**config.mk**
```make
export PLATFORM = sky130hd
export DESIGN_NAME = dma_transfer_engine
export DESIGN_NICKNAME = d
export VERILOG_FILES = /design/src/rtl/dma_transfer_engine.sv
export SDC_FILE = /design/constraint.sdc
export NUM_CORES = 1
export LEC_CHECK = 0
export BUFFER_PORTS_ARGS = -buffer_cell sky130_fd_sc_hd__clkbuf_2
export CAP_MARGIN = 20
export CORE_ASPECT_RATIO = 0.7
export CORE_UTILIZATION = 30
export DETAILED_ROUTE_END_ITERATION = 10
export PLACE_DENSITY_LB_ADDON = 0.05
export SYNTH_ARGS = -nofsm -noshare
export SYNTH_HDL_FRONTEND = slang
export SYNTH_SLANG_ARGS = --single-unit
```
**constraint.sdc**
```tcl
create_clock -name clk -period 8.4 [get_ports clk]
set_input_delay 0.42 -clock clk [delete_from_list [all_inputs] [get_ports clk]]
set_output_delay 0.42 -clock clk [all_outputs]
set_load 0.01 [all_outputs]
```
**src/rtl/dma_transfer_engine.sv**
```systemverilog
// dma_transfer_engine
//   Sequencer/datapath between the DMA register file and a single-outstanding
//   memory master port. Reads beats from src, re-lanes them onto dst byte lanes
//   and writes them back, either as single read/write pairs or in buffered
//   groups of up to BURST_LEN beats.
// Ports
//   clk, rst_n                 clock, asynchronous active-low reset
//   src_addr_i, dst_addr_i     start byte addresses
//   length_i                   beat count (0 completes with no bus traffic)
//   start_i                    level start, sampled only in IDLE
//   src_inc_i, dst_inc_i       pointer advance enables
//   burst_en_i                 group beats into BURST_LEN read-then-write bursts
//   width_i                    0 byte, 1 half, 2 word, 3 illegal
//   busy_o, done_o, error_o    status back to the register file
//   mem_*                      request/grant, response (rvalid/rdata/err) bus
module dma_transfer_engine #(
  parameter int BURST_LEN   = 4,
  parameter int TIMEOUT_CYC = 256
) (
  input  logic        clk,
  input  logic        rst_n,
  input  logic [31:0] src_addr_i,
  input  logic [31:0] dst_addr_i,
  input  logic [15:0] length_i,
  input  logic        start_i,
  input  logic        src_inc_i,
  input  logic        dst_inc_i,
  input  logic        burst_en_i,
  input  logic [1:0]  width_i,
  output logic        busy_o,
  output logic        done_o,
  output logic        error_o,
  output logic        mem_req_o,
  output logic        mem_we_o,
  output logic [31:0] mem_addr_o,
  output logic [3:0]  mem_be_o,
  output logic [31:0] mem_wdata_o,
  input  logic        mem_gnt_i,
  input  logic        mem_rvalid_i,
  input  logic [31:0] mem_rdata_i,
  input  logic        mem_err_i
);
  localparam int IDX_W = (BURST_LEN > 1) ? $clog2(BURST_LEN) : 1;
  localparam int TMO_W = $clog2(TIMEOUT_CYC + 1);

  typedef enum logic [2:0] {IDLE, RD_REQ, RD_WAIT, WR_REQ, WR_WAIT, DONE, ERR} state_e;

  function automatic logic [3:0] be_f(input logic [1:0] w, input logic [1:0] a);
    case (w)
      2'd0:    be_f = 4'b0001 << a;
      2'd1:    be_f = 4'b0011 << a;
      default: be_f = 4'b1111;
    endcase
  endfunction

  function automatic logic [31:0] mask_f(input logic [1:0] w);
    case (w)
      2'd0:    mask_f = 32'h0000_00FF;
      2'd1:    mask_f = 32'h0000_FFFF;
      default: mask_f = 32'hFFFF_FFFF;
    endcase
  endfunction

  function automatic logic [31:0] step_f(input logic [1:0] w, input logic inc);
    if (!inc)            step_f = 32'd0;
    else if (w == 2'd0)  step_f = 32'd1;
    else if (w == 2'd1)  step_f = 32'd2;
    else                 step_f = 32'd4;
  endfunction

  function automatic logic misaligned_f(input logic [1:0] w, input logic [1:0] a);
    case (w)
      2'd1:    misaligned_f = a[0];
      2'd2:    misaligned_f = |a;
      default: misaligned_f = 1'b0;
    endcase
  endfunction

  state_e           state_q;
  logic [31:0]      src_q, dst_q;
  logic [15:0]      rem_q;
  logic [1:0]       width_q;
  logic             src_inc_q, dst_inc_q, burst_q;
  logic [IDX_W-1:0] idx_q;
  logic [31:0]      buf_q [BURST_LEN];
  logic [TMO_W-1:0] tmo_q;
  logic             req_q, we_q, busy_q, done_q, error_q;

  logic [15:0] grp_d;
  logic        last_d, tmo_hit_d, bad_d;
  logic [31:0] rd_beat_d, wr_beat_d;

  // Beats in the current group; rem_q only changes at group end so this is
  // stable for the whole read and write phase of a group.
  always_comb begin
    grp_d = 16'd1;
    if (burst_q) grp_d = (rem_q > 16'(BURST_LEN)) ? 16'(BURST_LEN) : rem_q;
  end

  assign last_d    = (16'(idx_q) == grp_d - 16'd1);
  assign tmo_hit_d = (tmo_q == TMO_W'(TIMEOUT_CYC - 1));
  assign bad_d     = (width_i == 2'd3) || misaligned_f(width_i, src_addr_i[1:0])
                     || misaligned_f(width_i, dst_addr_i[1:0]);
  // Buffer holds beats right-aligned; lanes are re-applied on the write side.
  assign rd_beat_d = (mem_rdata_i >> {src_q[1:0], 3'b000}) & mask_f(width_q);
  assign wr_beat_d = buf_q[idx_q] << {dst_q[1:0], 3'b000};

  // Pointers only move on responses, so the bus fields are stable while req is up.
  assign busy_o      = busy_q;
  assign done_o      = done_q;
  assign error_o     = error_q;
  assign mem_req_o   = req_q;
  assign mem_we_o    = req_q & we_q;
  assign mem_addr_o  = req_q ? (we_q ? dst_q : src_q) : 32'd0;
  assign mem_be_o    = req_q ? be_f(width_q, we_q ? dst_q[1:0] : src_q[1:0]) : 4'b0000;
  assign mem_wdata_o = (req_q && we_q) ? wr_beat_d : 32'd0;

  always_ff @(posedge clk or negedge rst_n) begin
    if (!rst_n) begin
      state_q   <= IDLE;
      src_q     <= '0;
      dst_q     <= '0;
      rem_q     <= '0;
      width_q   <= '0;
      src_inc_q <= 1'b0;
      dst_inc_q <= 1'b0;
      burst_q   <= 1'b0;
      idx_q     <= '0;
      tmo_q     <= '0;
      req_q     <= 1'b0;
      we_q      <= 1'b0;
      busy_q    <= 1'b0;
      done_q    <= 1'b0;
      error_q   <= 1'b0;
      for (int i = 0; i < BURST_LEN; i++) buf_q[i] <= '0;
    end else begin
      // Status pulses follow the one-cycle DONE/ERR states.
      done_q  <= (state_q == DONE);
      error_q <= (state_q == ERR);
      tmo_q   <= '0;
      case (state_q)
        IDLE: begin
          if (start_i) begin
            src_q     <= src_addr_i;
            dst_q     <= dst_addr_i;
            rem_q     <= length_i;
            width_q   <= width_i;
            src_inc_q <= src_inc_i;
            dst_inc_q <= dst_inc_i;
            burst_q   <= burst_en_i;
            idx_q     <= '0;
            busy_q    <= 1'b1;
            if (bad_d)                 state_q <= ERR;
            else if (length_i == 16'd0) state_q <= DONE;
            else begin
              state_q <= RD_REQ;
              req_q   <= 1'b1;
              we_q    <= 1'b0;
            end
          end
        end
        RD_REQ, WR_REQ: begin
          if (mem_gnt_i) begin
            state_q <= (state_q == RD_REQ) ? RD_WAIT : WR_WAIT;
            req_q   <= 1'b0;
          end else if (tmo_hit_d) begin
            state_q <= ERR;
            req_q   <= 1'b0;
          end else tmo_q <= tmo_q + 1'b1;
        end
        RD_WAIT: begin
          if (mem_rvalid_i) begin
            if (mem_err_i) state_q <= ERR;
            else begin
              buf_q[idx_q] <= rd_beat_d;
              src_q        <= src_q + step_f(width_q, src_inc_q);
              req_q        <= 1'b1;
              if (last_d) begin
                idx_q   <= '0;
                we_q    <= 1'b1;
                state_q <= WR_REQ;
              end else begin
                idx_q   <= idx_q + 1'b1;
                we_q    <= 1'b0;
                state_q <= RD_REQ;
              end
            end
          end else if (tmo_hit_d) state_q <= ERR;
          else tmo_q <= tmo_q + 1'b1;
        end
        WR_WAIT: begin
          if (mem_rvalid_i) begin
            if (mem_err_i) state_q <= ERR;
            else begin
              dst_q <= dst_q + step_f(width_q, dst_inc_q);
              if (last_d) begin
                idx_q <= '0;
                rem_q <= rem_q - grp_d;
                if (rem_q == grp_d) state_q <= DONE;
                else begin
                  state_q <= RD_REQ;
                  req_q   <= 1'b1;
                  we_q    <= 1'b0;
                end
              end else begin
                idx_q   <= idx_q + 1'b1;
                state_q <= WR_REQ;
                req_q   <= 1'b1;
                we_q    <= 1'b1;
              end
            end
          end else if (tmo_hit_d) state_q <= ERR;
          else tmo_q <= tmo_q + 1'b1;
        end
        DONE, ERR: begin
          busy_q  <= 1'b0;
          state_q <= IDLE;
        end
        default: state_q <= IDLE;
      endcase
    end
  end
endmodule

```
### After elaboration in Yosys (flattened, before gate mapping)

Index checks and enable logic that the tools add are counted.

* register bits: 232
* logic and storage cells: 176
* latch bits: 0
* bits in writable memories: 0
* memory bits (read-only): 0
* output and inout bits: 73
* memories: 0

* shift-type cells: 4
* bitwise operators: 4
* reductions and logical operators: 27
* multiply operators: 0
* eq/ne operators: 25
* multiplexer cells: 88
* divide/modulo/power cells: 0
* add/subtract/negate cells: 6
* $lt $le $gt $ge: 3

Operators by type and width (count)
* 32-bit 2-to-1 mux: 19
* 32-bit case mux with 2 select lines: 3
* 128-bit bitwise mux: 1
* 16-bit 2-to-1 mux: 6
* 32-bit adder: 2
* 32-bit binary-select mux with 2-bit select: 1
* 32-bit demux with 2-bit select: 1
* 3-bit 2-to-1 mux: 15
* 32-bit bitwise AND: 1
* 16-bit case mux with 2 select lines: 1
* 32-bit by 5-bit left shift with 32-bit output: 1
* 32-bit by 5-bit >> shifter with 32-bit output: 1
* 9-bit 2-to-1 mux: 3
* 1-bit 2-to-1 mux: 22
* 2-bit != test, second input constant: 9
* 9-bit case mux with 2 select lines: 1
* 16-bit == test: 1
* 2-bit by 16-bit == test with 1-bit output: 1
* 16-bit by 3-bit > comparator with 1-bit output, second input constant: 1
* 16-bit logical NOT: 1
* 16-bit by 1-bit subtractor with 16-bit output, second input constant: 1
* 16-bit subtractor: 1
* 2-bit 2-to-1 mux: 6
* 3-bit case mux with 4 select lines: 1
* 37 further kinds: 57

### Logic depth before layout (Yosys ltp)

* depth in word-level cells: 11
* mapped depth: 13

### Worst setup path before layout

No wires, ideal clock.

* path type: reg2reg
* start: register width_q[1]
* end: register src_q[28]
* required time: 8.279 ns
* setup time: 0.121 ns
* stages on the path, launching flop included: 14
* data arrival time: 2.953 ns
* path buffers: 1
* path slack: 5.326 ns
* cells stage by stage: dfrtp_1 -> clkbuf_1 -> nor2_1 -> and2_1 -> ha_1 -> inv_1 -> fa_1 -> nor2b_1 -> o2111ai_1 -> or2_2 -> nor2_2 -> and3_1 -> a31oi_1 -> o22a_1

* longest elaborated chain between the ends: 11

RTL lines
* start, declared: RTL line 82 `logic [1:0] width_q;`
* start signal, assigned: RTL line 147 `width_q <= width_i;`
* 2-bit by 1-bit == test with 1-bit output: RTL line 67 `else if (w == 2'd1) step_f = 32'd2;`
* 3-bit 2-to-1 mux: RTL line 67
* 3-bit 2-to-1 mux *: RTL line 66 `else if (w == 2'd0) step_f = 32'd1;`
* 3-bit 2-to-1 mux *: RTL line 65 `if (!inc) step_f = 32'd0;`
* 32-bit 2-to-1 mux *: RTL line 173 `if (mem_err_i) state_q <= ERR;`
* 32-bit 2-to-1 mux *: RTL line 172 `if (mem_rvalid_i) begin`
* 32-bit 2-to-1 mux *: RTL line 141 `case (state_q)`
* 32-bit adder *: RTL line 176 `src_q <= src_q + step_f(width_q, src_inc_q);`
* 32-bit 2-to-1 mux *: RTL line 173
* 32-bit 2-to-1 mux *: RTL line 172
* 32-bit case mux with 2 select lines *: RTL line 141
* end signal, assigned: RTL line 144 `src_q <= src_addr_i;`
* end signal, assigned: RTL line 176
* end, declared: RTL line 80 `logic [31:0] src_q, dst_q;`

Mark *: on every way between the ends. The rest lies on a longest branch, timed or not. The select of a mux whose other input is x is not followed.
A chain may end at the register's enable or synchronous reset.

### Final worst setup path

* start: register we_q
* end: output port mem_wdata_o[2]

* longest elaborated chain between the ends: 2

RTL lines
* start, declared: RTL line 87 `logic req_q, we_q, busy_q, done_q, error_q;`
* start signal, assigned: RTL line 131 `we_q <= 1'b0;`
* start signal, assigned: RTL line 158 `we_q <= 1'b0;`
* start signal, assigned: RTL line 180 `we_q <= 1'b1;`
* 1-bit logical AND: RTL line 116 `assign mem_wdata_o = (req_q && we_q) ? wr_beat_d : 32'd0;`
* 32-bit 2-to-1 mux: RTL line 116
* end, declared: RTL line 37 `output logic [31:0] mem_wdata_o,`

Every way passes these cells.

==> qor.csv <==
metric,value,unit
start_kind,flop,
hold_class,in -> reg,
synth_area_leaders,"dfrtp_1, mux2_2, nand2_1",
p_int,3.23,mW
place_area,0.0158,mm^2
final_nets,1846,
clock_path_buffers,3,
cts-resized-gates,0,
power_leakage,7.39,nW
start_util,30.6,%
p_comb_share,45.5,%
p_clk_share,20.9,%
route.detailed.drc,0,
grt_max_degree,163,
fin_ws,4560,ps
clock-sinks,232,
clkTransAtPathRegs,60,ps
firstDrtPassIters,5,
cts-root-buf,clkbuf_16,
synth-edff-count,0,
avgViaCountPerCell,5.27,
cts_tree,done,
synth-seq-cells,232,
power.switching,2.55,mW
seq_area_frac_synth,40.6,%
drt-total-wl,48700,um
critPathKind,reg -> out,
seq_power_share,33.6,%
tightestPinTransition,1070,ps
cp-end-kind,output port,
max-cap-violations,0,
rows,66,
overflow,0,
pin_count,196,
die_h,185,um
drv_slew,0,
track_usage,19.8,%
port_buffers,195,
rsz0062_at_grt,no,
cp_data_required_time,7980,ps
finalClockSkew,11.8,ps
async_flop_share,100,%
numCtsBuffers,27,
status,"finished, final reports clean",
place_hpwl,34700,um
final_area,0.0168,mm^2
dr_total_vias,12258,
fp.coreArea,0.0467,mm^2
finalCritPeriodShare,45.8,%
maxSlewHeadroom,28.7,%
drt-initial-drc-count,799,
synth_top_area_cell,dfrtp_1,
synth_flop_cell,dfrtp_1,
power_density,344,mW/mm^2
synth_area_per_cell,9.29,um^2
setup_tns,0,ps
p_sw_share,44.1,%
grt_antenna_before_repair,3,
post-place-ws,4640,ps
grt_pass1_wl,74000,um
peakVddDrop,0.150,mV
syn2layout_area_growth,17.3,%
layout_min_cycle_time,3840,ps
dieArea,0.0486,mm^2
syn-instance-count,1541,
yosysWarnings,0,
die_w,263,um
hold_viol_final,0,
htreeDepth,1,
drive_above_1_share,23.5,%
post_drt_wl_per_cell,20.9,um
synth_top_area_share,40.6,%
arrival,3420,ps
place.gp.congestion,0.821,
antenna_left,0,
clock.fmax,0.260,GHz
setup_viol,0,
critPathMaxFanout,34,
syn_area,0.0143,mm^2
first_global_vias,11916,
ys_types,79,
clk_latency,550,ps
-- cell families (layout without fill, tap and decap cells) --
| logic type | after synthesis | after routing | share of synthesized area [%] |
|---|---|---|---|
| other | 1 | 15 | 0.0262 |
| and+or+nand+nor | 529 | 529 | 18.1 |
| AOI/OAI and AO/OA | 427 | 427 | 17.8 |
| buffers and inverters | 126 | 284 | 3.66 |
| DFF | 232 | 232 | 40.6 |
| xor gates and xnor gates | 17 | 17 | 1.04 |
| adders and majority gates | 31 | 31 | 2.87 |
| muxes | 178 | 178 | 15.9 |
-- power groups by stage --
stage          clock network, mW  logic [mW]  registers, mW
6_report                    1.21        2.63           1.94
5_1_grt                     1.29        2.91           2.00
4_1_cts                     1.25        2.64           1.94
3_5_place_dp                   0        2.62           1.95
3_3_place_gp                   0        2.62           1.95
2_1_floorplan                  0        1.97           1.67
-- worst paths after layout --
| kind | slack, ps | startpoint | depth (start not counted) | endpoint |
|---|---|---|---|---|
| setup / recovery | 4560 | we_q | 6 | mem_wdata_o[2] |
| hold / removal | 90 | burst_en_i | 3 | burst_q |
| setup reg to reg | 4640 | width_q[1] | 12 | dst_q[26] |
| hold reg to reg | 470 | buf_q[59] | 2 | buf_q[59] |
| max in group asynchronous | 6640 | rst_n | 3 | buf_q[84] |
| min in group asynchronous | 420 | rst_n | 2 | buf_q[65] |
-- placed cells by master, fill, tap and decap left out, drive strengths merged, types with 5 or more instances in the layout --
cell and n:
dfrtp 232, clkbuf 231, nand2 194, o21ai 146
a21oi 132, nor2 131, mux2 76, mux2i 70
nor2b 59, nand3 33, mux4 32, ha 28
inv 24, o22ai 24, a211oi 23, and2 21
and3 18, nor3 18, buf 18, a21o 14
a31oi 14, o22a 14, xnor2 12, conb 12
nand2b 11, o31ai 10, nor4 10, o21a 9
nand4 8, or2 6, and4 6, xor2 5
clkinv 5
-- sequential cells by signal (all words and copies together), names as in the netlist, 2 cells and up --
signal	count
rem_q	16
width_q	2
tmo_q	9
buf_q	128
state_q	3
idx_q	2
dst_q	32
src_q	32
-- final cells by class --
| class | instances | area (um^2) |
|---|---|---|
| repair buffers | 213 | 1170 |
| flip-flops and latches | 232 | 5810 |
| fillers | 4843 | 30000 |
| diodes | 3 | 7.51 |
| clock inverters | 10 | 111 |
| well taps | 612 | 766 |
| multi-input cells | 1194 | 8060 |
| clock buffers | 37 | 773 |
| inverters | 24 | 90.1 |
-- what timing repair did --
action,in CTS,in global routing
setup buffers,0,0
hold buffers,1,0
endpoints found under the hold margin,70,0
-- worst max-delay path: stages, from the launching register on --
cell	delay, ps
dfrtp_2	1050
nand2_1	680
inv_1	210
nand2_1	210
nor2_1	370
and2_1	190
clkbuf_2	140
-- metrics by stage --
stage	total power, mW	util [%]	hold slack, ps	std cells
4_1_cts	5.82	35.8	48.8	2320
6_report	5.77	35.9	89.3	2325
3_3_place_gp	4.57	33.9	440	2272
3_5_place_dp	4.58	33.9	441	2272
5_1_grt	6.20	35.9	74.5	2324
2_1_floorplan	3.64	-	124	1552
-- synthesized netlist by cell type, drive strengths merged (3+ instances only) --
| master | n |
|---|---|
| o2bb2a | 4 |
| or2 | 6 |
| a31oi | 14 |
| mux2 | 76 |
| inv | 24 |
| xor2 | 5 |
| and2 | 21 |
| a211oi | 23 |
| nor4b | 4 |
| o31ai | 10 |
| o211a | 3 |
| dfrtp | 232 |
| nor3 | 18 |
| clkbuf | 72 |
| mux2i | 70 |
| nand2b | 11 |
| nand3 | 33 |
| nor3b | 3 |
| o31a | 4 |
| fa | 3 |
| a21o | 14 |
| o21a | 9 |
| mux4 | 32 |
| and3 | 18 |
| nor2 | 131 |
| a21oi | 132 |
| o22ai | 24 |
| o2111ai | 4 |
| xnor2 | 12 |
| and4 | 6 |
| buf | 30 |
| nor4 | 10 |
| nand4 | 8 |
| nor2b | 59 |
| o21ai | 146 |
| a22o | 3 |
| nand2 | 194 |
| o22a | 14 |
| ha | 28 |
| o32ai | 3 |
-- per-layer routing --
| metal | up-vias | global-route usage, % | part of all wire, % |
|---|---|---|---|
| li1 | 5846 | - | - |
| met1 | 6154 | 31.2 | 53 |
| met2 | 215 | 28.5 | 42 |
| met3 | 41 | 2.65 | 3.5 |
| met4 | 2 | 3.53 | 1.3 |
| met5 | - | 0 | 0.027 |
Power figures use the tool's default switching activity.
